--- src/rtl/score_keeper_pkg.sv ---
// Shared types and constants for the two-player scoreboard.
package score_pkg;

  typedef enum logic {
    PLAY = 1'b0,
    DONE = 1'b1
  } state_e;

  typedef enum logic [1:0] {
    WIN_NONE  = 2'b00,
    WIN_LEFT  = 2'b01,
    WIN_RIGHT = 2'b10
  } winner_e;

  localparam logic [7:0] SCORE_MAX = 8'd255;

  // Signed 9-bit lead of a over b; never underflows for 8-bit scores.
  function automatic logic signed [8:0] score_lead(input logic [7:0] a, input logic [7:0] b);
    return $signed({1'b0, a}) - $signed({1'b0, b});
  endfunction

endpackage

--- src/rtl/score_keeper_debounce.sv ---
// Button conditioner: 2-FF synchronizer, run-length debounce, rising-edge press pulse.
module btn_debounce #(
  parameter int unsigned DEBOUNCE_CYCLES = 1_000_000
) (
  input  logic clk,
  input  logic rst,
  input  logic btn_raw,
  output logic press
);

  localparam logic [23:0] CNT_LAST = 24'(DEBOUNCE_CYCLES - 1);

  logic        sync1_q, sync2_q;
  logic        stable_q, stable_d;
  logic        stable_dly_q;
  logic [23:0] cnt_q, cnt_d;
  logic        press_q, press_d;

  // Count consecutive disagreeing cycles; flip the stable level on the last one.
  always_comb begin
    cnt_d    = '0;
    stable_d = stable_q;
    if (sync2_q != stable_q) begin
      if (cnt_q == CNT_LAST) begin
        stable_d = ~stable_q;
      end else begin
        cnt_d = cnt_q + 24'd1;
      end
    end
    press_d = stable_q & ~stable_dly_q;
  end

  // Synchronizer, debounce state and edge-detect registers.
  always_ff @(posedge clk or negedge rst) begin
    if (!rst) begin
      sync1_q      <= 1'b0;
      sync2_q      <= 1'b0;
      stable_q     <= 1'b0;
      stable_dly_q <= 1'b0;
      cnt_q        <= '0;
      press_q      <= 1'b0;
    end else begin
      sync1_q      <= btn_raw;
      sync2_q      <= sync1_q;
      stable_q     <= stable_d;
      stable_dly_q <= stable_q;
      cnt_q        <= cnt_d;
      press_q      <= press_d;
    end
  end

  assign press = press_q;

endmodule

--- src/rtl/score_keeper.sv ---
// Two-player win-by-two scoreboard feeding the seven-segment display driver.
module score_keeper
  import score_pkg::*;
#(
  parameter int unsigned DEBOUNCE_CYCLES = 1_000_000,
  parameter int unsigned WIN_SCORE       = 11
) (
  input  logic       clk,
  input  logic       rst,
  input  logic       btn_left,
  input  logic       btn_right,
  input  logic       btn_clear,
  output logic [7:0] num_left,
  output logic [7:0] num_right,
  output logic [1:0] winner,
  output logic       point
);

  localparam logic [7:0] WIN_Q = 8'(WIN_SCORE);

  logic       press_left, press_right, press_clear;
  state_e     state_q, state_d;
  logic [7:0] num_left_q, num_left_d;
  logic [7:0] num_right_q, num_right_d;
  winner_e    winner_q, winner_d;
  logic       point_q, point_d;

  btn_debounce #(.DEBOUNCE_CYCLES(DEBOUNCE_CYCLES)) u_db_left (
    .clk(clk), .rst(rst), .btn_raw(btn_left), .press(press_left)
  );
  btn_debounce #(.DEBOUNCE_CYCLES(DEBOUNCE_CYCLES)) u_db_right (
    .clk(clk), .rst(rst), .btn_raw(btn_right), .press(press_right)
  );
  btn_debounce #(.DEBOUNCE_CYCLES(DEBOUNCE_CYCLES)) u_db_clear (
    .clk(clk), .rst(rst), .btn_raw(btn_clear), .press(press_clear)
  );

  // Next state: clear beats everything, simultaneous points cancel, win check on new scores.
  always_comb begin
    state_d     = state_q;
    num_left_d  = num_left_q;
    num_right_d = num_right_q;
    winner_d    = winner_q;
    point_d     = 1'b0;
    if (press_clear) begin
      state_d     = PLAY;
      num_left_d  = '0;
      num_right_d = '0;
      winner_d    = WIN_NONE;
    end else if (press_left && press_right) begin
      point_d = 1'b0;
    end else if (state_q == PLAY) begin
      if (press_left && num_left_q != SCORE_MAX) begin
        num_left_d = num_left_q + 8'd1;
        point_d    = 1'b1;
        if (num_left_d >= WIN_Q && score_lead(num_left_d, num_right_q) >= 9'sd2) begin
          state_d  = DONE;
          winner_d = WIN_LEFT;
        end
      end else if (press_right && num_right_q != SCORE_MAX) begin
        num_right_d = num_right_q + 8'd1;
        point_d     = 1'b1;
        if (num_right_d >= WIN_Q && score_lead(num_right_d, num_left_q) >= 9'sd2) begin
          state_d  = DONE;
          winner_d = WIN_RIGHT;
        end
      end
    end
  end

  // Game state and registered outputs.
  always_ff @(posedge clk or negedge rst) begin
    if (!rst) begin
      state_q     <= PLAY;
      num_left_q  <= '0;
      num_right_q <= '0;
      winner_q    <= WIN_NONE;
      point_q     <= 1'b0;
    end else begin
      state_q     <= state_d;
      num_left_q  <= num_left_d;
      num_right_q <= num_right_d;
      winner_q    <= winner_d;
      point_q     <= point_d;
    end
  end

  assign num_left  = num_left_q;
  assign num_right = num_right_q;
  assign winner    = winner_q;
  assign point     = point_q;

endmodule

--- config.mk ---
export PLATFORM = sky130hd
export DESIGN_NAME = score_keeper
export DESIGN_NICKNAME = d
export VERILOG_FILES = /design/src/rtl/score_keeper_pkg.sv /design/src/rtl/score_keeper_debounce.sv /design/src/rtl/score_keeper.sv
export SDC_FILE = /design/constraint.sdc
export NUM_CORES = 1
export LEC_CHECK = 0
export CAP_MARGIN = 40
export CORE_ASPECT_RATIO = 2
export CORE_MARGIN = 8
export CORE_UTILIZATION = 50
export CTS_CLUSTER_SIZE = 10
export DETAILED_ROUTE_END_ITERATION = 8
export PLACE_DENSITY = 0.72
export SKIP_CTS_REPAIR_TIMING = 1
export SYNTH_ARGS = -nofsm -noshare
export SYNTH_HDL_FRONTEND = slang
export SYNTH_HIERARCHICAL = 1
export SYNTH_SLANG_ARGS = --single-unit
--- constraint.sdc ---
create_clock -name clk -period 4.1 [get_ports clk]
set_input_delay 0.82 -clock clk [delete_from_list [all_inputs] [get_ports clk]]
set_output_delay 0.82 -clock clk [all_outputs]
set_load 0.01 [all_outputs]
==> results.json, run 1 <==
{
  "rsz0062_at_grt": "no",
  "cp_num_buf_inv": 0,
  "use_met1_pct": 19.1,
  "synth_seq_cells": 107,
  "top_usage_layer": "met2",
  "cts_tree": "built",
  "synth_xor_area_share_pct": 9.00,
  "stdcell_count": 844,
  "ir_drop_mv": 0.273,
  "io_buffer_count": 23,
  "synth_edf_count": 0,
  "grt_start_max_net_pins": 70,
  "die_y_um": 174,
  "die_w_um": 94.9,
  "clock_skew_ps": 8.60,
  "cp-end-kind": "flop",
  "path_class": "reg2reg",
  "grt_pass1_vias": 5285,
  "slew_headroom_pct": 46.3,
  "dp_hpwl_um": 11200,
  "setup_viol_count_final": 0,
  "max_freq_mhz": 309,
  "cts.clk_slew.worst_paths_ps": 70,
  "max_stage_delay_ps": 500,
  "cts_inserted_buffers": 9,
  "totalWireLength_um": 15000,
  "hold_slack_ps": 297,
  "min_period_ps": 3230,
  "root_buffer": "clkbuf_16",
  "r2r_setup_slack_ps": 870,
  "viasPerCell": 6.11,
  "cp.arrival_ps": 3510,
  "vias": 5155,
  "synth_top_flop_cell": "dfrtp_1",
  "drc": 0,
  "globalRouteMet2Util_pct": 35.9,
  "drtIter0Drc": 406,
  "dr.pass1.iters": 6,
  "synthAdderAreaFrac_pct": 5.06,
  "coreArea_um2": 12100,
  "rows": 57,
  "nNetsFinal": 721,
  "antenna_found_initial": 0,
  "path_common_cell": "ha_1",
  "max_cap_violations": 0,
  "status": "finished, final reports clean",
  "cp.required_ps": 4380,
  "cp_max_fo": 8,
  "netlist_instances": 676,
  "leakage_uw": 0.00289,
  "synthMuxAreaShare_pct": 1.10,
  "synth-simple-area-share_pct": 26.1,
  "async_reset_ff_share_pct": 100,
  "post-route-period-util_pct": 78.8,
  "die-area_um2": 16500,
  "clk_latency_ps": 350,
  "area_growth_pct": 10.8,
  "yosys_warnings": 6,
  "design_area_um2": 6900,
  "ys_types": 60,
  "use_met3_pct": 2.91,
  "p_per_area_nw_per_um2": 278,
  "synth_top_family_by_area": "simple AND/OR/NAND/NOR gates",
  "grt_pass1_wl_um": 25200,
  "num_antenna_cells": 0,
  "synth-compound-area-share_pct": 12.4,
  "cp.depth": 12,
  "tightest_slew_ps": 801,
  "crit_chain": "ha_1, and3_1, nand3_2, xnor2_1, ha_1, xor2_1, o21ai_0, o2111ai_1, a2111oi_4, a211oi_2, a211o_1, nor2_1",
  "seq_area_frac_synth_pct": 43.0,
  "syn-cell-area_um2": 6230,
  "r2r_cells": 12,
  "holdCritPathClass": "in2async",
  "gp_congestion": 0.917,
  "clockBufferDepth": 2,
  "drive_gt1_share_pct": 6.74,
  "ios": 24,
  "slew_viol_final": 0,
  "crit_slowest_cell": "dfrtp_1",
  "overflow": 0,
  "floorplan.initialDensity_pct": 51.4,
  "syn-num-nets": 705,
  "htree_num_levels": 3,
  "placed_area_um2": 6640,
  "synth_area_per_cell_um2": 9.22,
  "ant_nets": 0,
  "grtUsageTotal_pct": 19.1,
  "fin_total_pwr_uw": 1920,
  "wl_per_cell_um": 17.8,
  "hold_viol_final": 0,
  "place_inst": 828,
  "tns_ps": 0,
  "crit_family": "compound AO/OA/AOI/OAI gates",
  "cts.sinks": 107,
  "start_kind": "flop"
}
==> cell type report <==
cell class / instances / area [µm²]
clock buffers: 12 / 236
repair buffers: 30 / 308
clock inverters: 4 / 27.5
multi-input cells: 516 / 3370
well taps: 147 / 184
fillers: 1061 / 5220
inverters: 28 / 105
flip-flops and latches: 107 / 2680
==> stage by stage <==
step                utilization (%)  setup slack, ps
global route                   56.9              649
global placement               54.4             1120
finish                         56.9              868
floorplan                         -             1260
detailed placement             54.8              945
CTS                            56.9              924
==> where the power goes <==
group,switching [µW],internal (µW)
Sequential,8.66,1070
Clock,376,413
Combinational,40.8,18.3
Total,425,1500
==> cells by family (layout without fill, tap and decap cells) <==
kind of cell               after synthesis  after routing
buffers and inverters                   53             74
muxes                                    6              6
adders and majority gates               24             24
AOI/OAI and AO/OA                      119            119
DFF                                    107            107
and+or+nand+nor                        303            303
xor gates and xnor gates                64             64
==> cells in the mapped netlist (3+ instances only) <==
cell type	instances	area, µm²
a211oi_1	3	22.5
a21o_1	6	45.0
a21oi_1	39	195
a31oi_1	4	25.0
and2_1	6	37.5
and3_1	15	93.8
and3_2	3	22.5
and4_1	3	26.3
buf_2	7	35.0
clkbuf_1	15	56.3
clkbuf_2	3	15.0
dfrtp_1	107	2680
ha_1	22	275
inv_1	26	97.6
mux2_2	3	33.8
nand2_1	54	203
nand2b_1	3	18.8
nand3_1	34	170
nand3b_1	4	30.0
nand4_1	17	106
nand4_2	3	37.5
nand4b_1	5	43.8
nor2_1	68	255
nor2b_1	10	62.6
nor3_1	13	65.1
nor4_1	16	100
nor4b_1	3	26.3
o2111ai_1	3	26.3
o21ai_0	31	155
o31ai_1	12	90.1
or2_0	3	18.8
or2_1	3	18.8
or3_1	19	119
or4_1	16	120
xnor2_1	36	315
xor2_1	28	245
==> worst paths after layout <==
kind | startpoint | to
setup / recovery | num_right[1]$_DFFE_PN0P_ | winner[0]$_DFFE_PN0P_
hold / removal | rst | u_db_left/cnt_q[15]$_DFF_PN0_
setup reg to reg | num_right[1]$_DFFE_PN0P_ | winner[0]$_DFFE_PN0P_
hold reg to reg | u_db_right/sync1_q$_DFF_PN0_ | u_db_right/sync2_q$_DFF_PN0_
max in group asynchronous | rst | u_db_right/cnt_q[13]$_DFF_PN0_
min in group clk | u_db_right/sync1_q$_DFF_PN0_ | u_db_right/sync2_q$_DFF_PN0_
==> registers in the layout, summed over array words and instances (netlist names) <==
signal and cells:
winner 2, u_db_clear/stable_q 1, u_db_clear/cnt_q 24, u_db_clear/sync2_q 1, num_left 8, u_db_left/stable_q 1
u_db_left/cnt_q 24, u_db_clear/stable_dly_q 1, u_db_right/sync1_q 1, u_db_left/press 1, point 1, num_right 8
u_db_clear/sync1_q 1, u_db_right/press 1, state_q 1, u_db_right/sync2_q 1, u_db_left/sync2_q 1, u_db_left/sync1_q 1
u_db_left/stable_dly_q 1, u_db_right/cnt_q 24, u_db_right/stable_q 1, u_db_clear/press 1, u_db_right/stable_dly_q 1
==> placed cells by master, fill, tap and decap left out, drive strengths merged, types with 4 or more instances in the layout <==
| cell type | netlist | routed |
|---|---|---|
| or2 | 7 | 7 |
| a211oi | 4 | 4 |
| ha | 22 | 22 |
| nand2 | 54 | 54 |
| xor2 | 28 | 28 |
| or3 | 19 | 19 |
| a31oi | 4 | 4 |
| nand3 | 36 | 36 |
| nand4b | 5 | 5 |
| clkdlybuf4s50 | 0 | 22 |
| mux2 | 4 | 4 |
| o21ai | 32 | 32 |
| nor4 | 16 | 16 |
| nor2b | 10 | 10 |
| nor2 | 68 | 68 |
| or4 | 16 | 16 |
| a21o | 6 | 6 |
| a21oi | 40 | 40 |
| o31ai | 13 | 13 |
| nor3 | 14 | 14 |
| inv | 28 | 28 |
| buf | 7 | 8 |
| xnor2 | 36 | 36 |
| and2 | 6 | 6 |
| clkinv | 0 | 4 |
| nand3b | 4 | 4 |
| nand4 | 20 | 20 |
| dfrtp | 107 | 107 |
| and3 | 18 | 18 |
| clkbuf | 18 | 12 |
==> layer usage <==
metal	up-vias	routed length (µm)
met5	-	0
met4	0	555
met3	38	511
met2	137	8540
met1	2539	5430
li1	2441	-
(Power assumes the default switching activity.)
==> inputs of run 2 (changes only) <==
- clock period: 4.1 -> 3.2 ns (I/O delays scaled with it)
==> run 2 against run 1 <==
Fmax increased by 6.2%. Worst setup slack got worse by 710 ps. Sequential power increased by 29%. First-iteration DRC count decreased by 34%. Global-route usage decreased by 0.55 points. Critical path depth decreased by 2. Largest power group unchanged. Count of clock-buffer cells in the layout decreased by 3. Sequential share of layout area decreased by 0.28 points. Hold slack improved by 26 ps. Total power increased by 33%. Combinational power increased by 26%. Flip-flop and latch count unchanged.
==> results.json, run 2 (synthesized netlist as in run 1, its figures left out) <==
{
  "holdCritPathClass": "in2async",
  "hold_viol_final": 0,
  "cts_inserted_buffers": 9,
  "multiInputGateArea_um2": 3380,
  "layout_common_cells": "dfrtp_1 (104), nor2_1 (68), nand2_1 (54)",
  "cp.required_ps": 3430,
  "totalWireLength_um": 14800,
  "max_freq_mhz": 329,
  "area_growth_pct": 11.8,
  "die_w_um": 94.9,
  "slew_viol_final": 0,
  "overflow": 0,
  "post-route-period-util_pct": 95.1,
  "coreArea_um2": 12100,
  "cp_max_fo": 8,
  "dr.pass1.iters": 4,
  "nNetsFinal": 725,
  "setup_viol_count_final": 0,
  "vias": 5127,
  "drc": 0,
  "r2r_setup_slack_ps": 160,
  "cts_tree": "built",
  "cp.arrival_ps": 3270,
  "dp_hpwl_um": 11200,
  "tns_ps": 0,
  "wl_per_cell_um": 17.5,
  "cts.sinks": 107,
  "drive_gt1_share_pct": 8.42,
  "gp_congestion": 0.939,
  "root_buffer": "clkbuf_16",
  "status": "finished, final reports clean",
  "rr_startpoint": "num_left[0]$_DFFE_PN0P_",
  "slew_headroom_pct": 46.7,
  "layout_commonest_cell": "dfrtp_1",
  "viasPerCell": 6.05,
  "post-place-ws_ps": 50.4,
  "crit_family": "simple AND/OR/NAND/NOR gates",
  "tightest_slew_ps": 795,
  "cp-end-kind": "flop",
  "seq_area_um2": 2680,
  "drtIter0Drc": 266,
  "crit_chain": "ha_1, and3_1, xnor2_1, ha_1, o2111ai_1, nand4b_1, and3_1, o2111ai_1, nand4b_1, a32o_1",
  "clk_latency_ps": 340,
  "path_class": "reg2reg",
  "design_area_um2": 6960,
  "start_kind": "flop",
  "setup_ws_ps": 157,
  "antenna_found_initial": 0,
  "clockBufferDepth": 2,
  "crit_slowest_cell": "dfrtp_1",
  "cts.clk_slew.worst_paths_ps": 80,
  "io_buffer_count": 23,
  "min_period_ps": 3040,
  "htree_num_levels": 3,
  "grt_pass1_vias": 5258,
  "die-area_um2": 16500,
  "leakage_uw": 0.00292,
  "p_per_area_nw_per_um2": 366,
  "largestRegisters": "u_db_clear/cnt_q x24, u_db_left/cnt_q x24, u_db_right/cnt_q x24",
  "cp_num_buf_inv": 0,
  "clock_skew_ps": 13.4,
  "grt_pass1_wl_um": 24400,
  "grt_start_max_net_pins": 51,
  "r2r-end": "winner[1]$_DFFE_PN0P_",
  "die_y_um": 174,
  "num_antenna_cells": 0,
  "max_stage_delay_ps": 490,
  "hold_slack_ps": 323,
  "max_cap_violations": 0,
  "fillCellCount": 1042,
  "placed_area_um2": 6640,
  "floorplan.initialDensity_pct": 51.4,
  "ir_drop_mv": 0.321,
  "grtUsageTotal_pct": 18.5,
  "ios": 24,
  "ant_nets": 0,
  "rows": 57,
  "rsz0062_at_grt": "no",
  "r2r_cells": 10
}
run 2: worst register-to-register path: cells and delay by family, from the launching register on:
family / cells / cell delay (ps)
xor gates and xnor gates: 1 / 140
DFF: 1 / 490
adders and majority gates: 2 / 710
and+or+nand+nor: 4 / 800
AOI/OAI and AO/OA: 3 / 790
run 2: power by group:
part / total (µW) / switching [µW] / internal (µW) / leakage (µW)
Clock: 1100 / 496 / 606 / 0.000149
Combinational: 74.3 / 52.2 / 22.1 / 0.00130
Sequential: 1380 / 11.3 / 1360 / 0.00147
run 2: final cells by class:
cell class	count	share of cell area (%)
inverters	28	1.51
clock buffers	9	3.23
repair buffers	34	4.64
well taps	147	2.64
flip-flops and latches	107	38.5
clock inverters	7	0.970
multi-input cells	516	48.5
run 2: worst max-delay path by stage:
stage | start | end | slack, ps | depth (start not counted)
2_1_floorplan | num_right[1]$_DFFE_PN0P_ | winner[0]$_DFFE_PN0P_ | 360 | 12
3_3_place_gp | num_right[1]$_DFFE_PN0P_ | winner[0]$_DFFE_PN0P_ | 150 | 12
3_5_place_dp | num_right[1]$_DFFE_PN0P_ | winner[0]$_DFFE_PN0P_ | 50 | 12
4_1_cts | num_right[1]$_DFFE_PN0P_ | winner[0]$_DFFE_PN0P_ | 10 | 12
5_1_grt | num_right[0]$_DFFE_PN0P_ | winner[0]$_DFFE_PN0P_ | 10 | 12
6_report | num_left[0]$_DFFE_PN0P_ | winner[1]$_DFFE_PN0P_ | 160 | 10
run 2: stage by stage:
stage          util [%]  std cells  total power (µW)
5_1_grt            57.4        848              2650
2_1_floorplan         -        676              1430
6_report           57.4        848              2550
4_1_cts            57.2        847              2580
3_5_place_dp       54.8        831              1480
3_3_place_gp       54.8        831              1470
run 2: per-layer routing:
| layer | GRT usage [%] | wire length [µm] | up-vias |
|---|---|---|---|
| met2 | 35.2 | 8340 | 105 |
| met3 | 2.69 | 401 | 45 |
| met1 | 17.0 | 5320 | 2519 |
| met4 | 12.3 | 781 | 0 |
| met5 | 0 | 0 | - |
| li1 | - | - | 2458 |
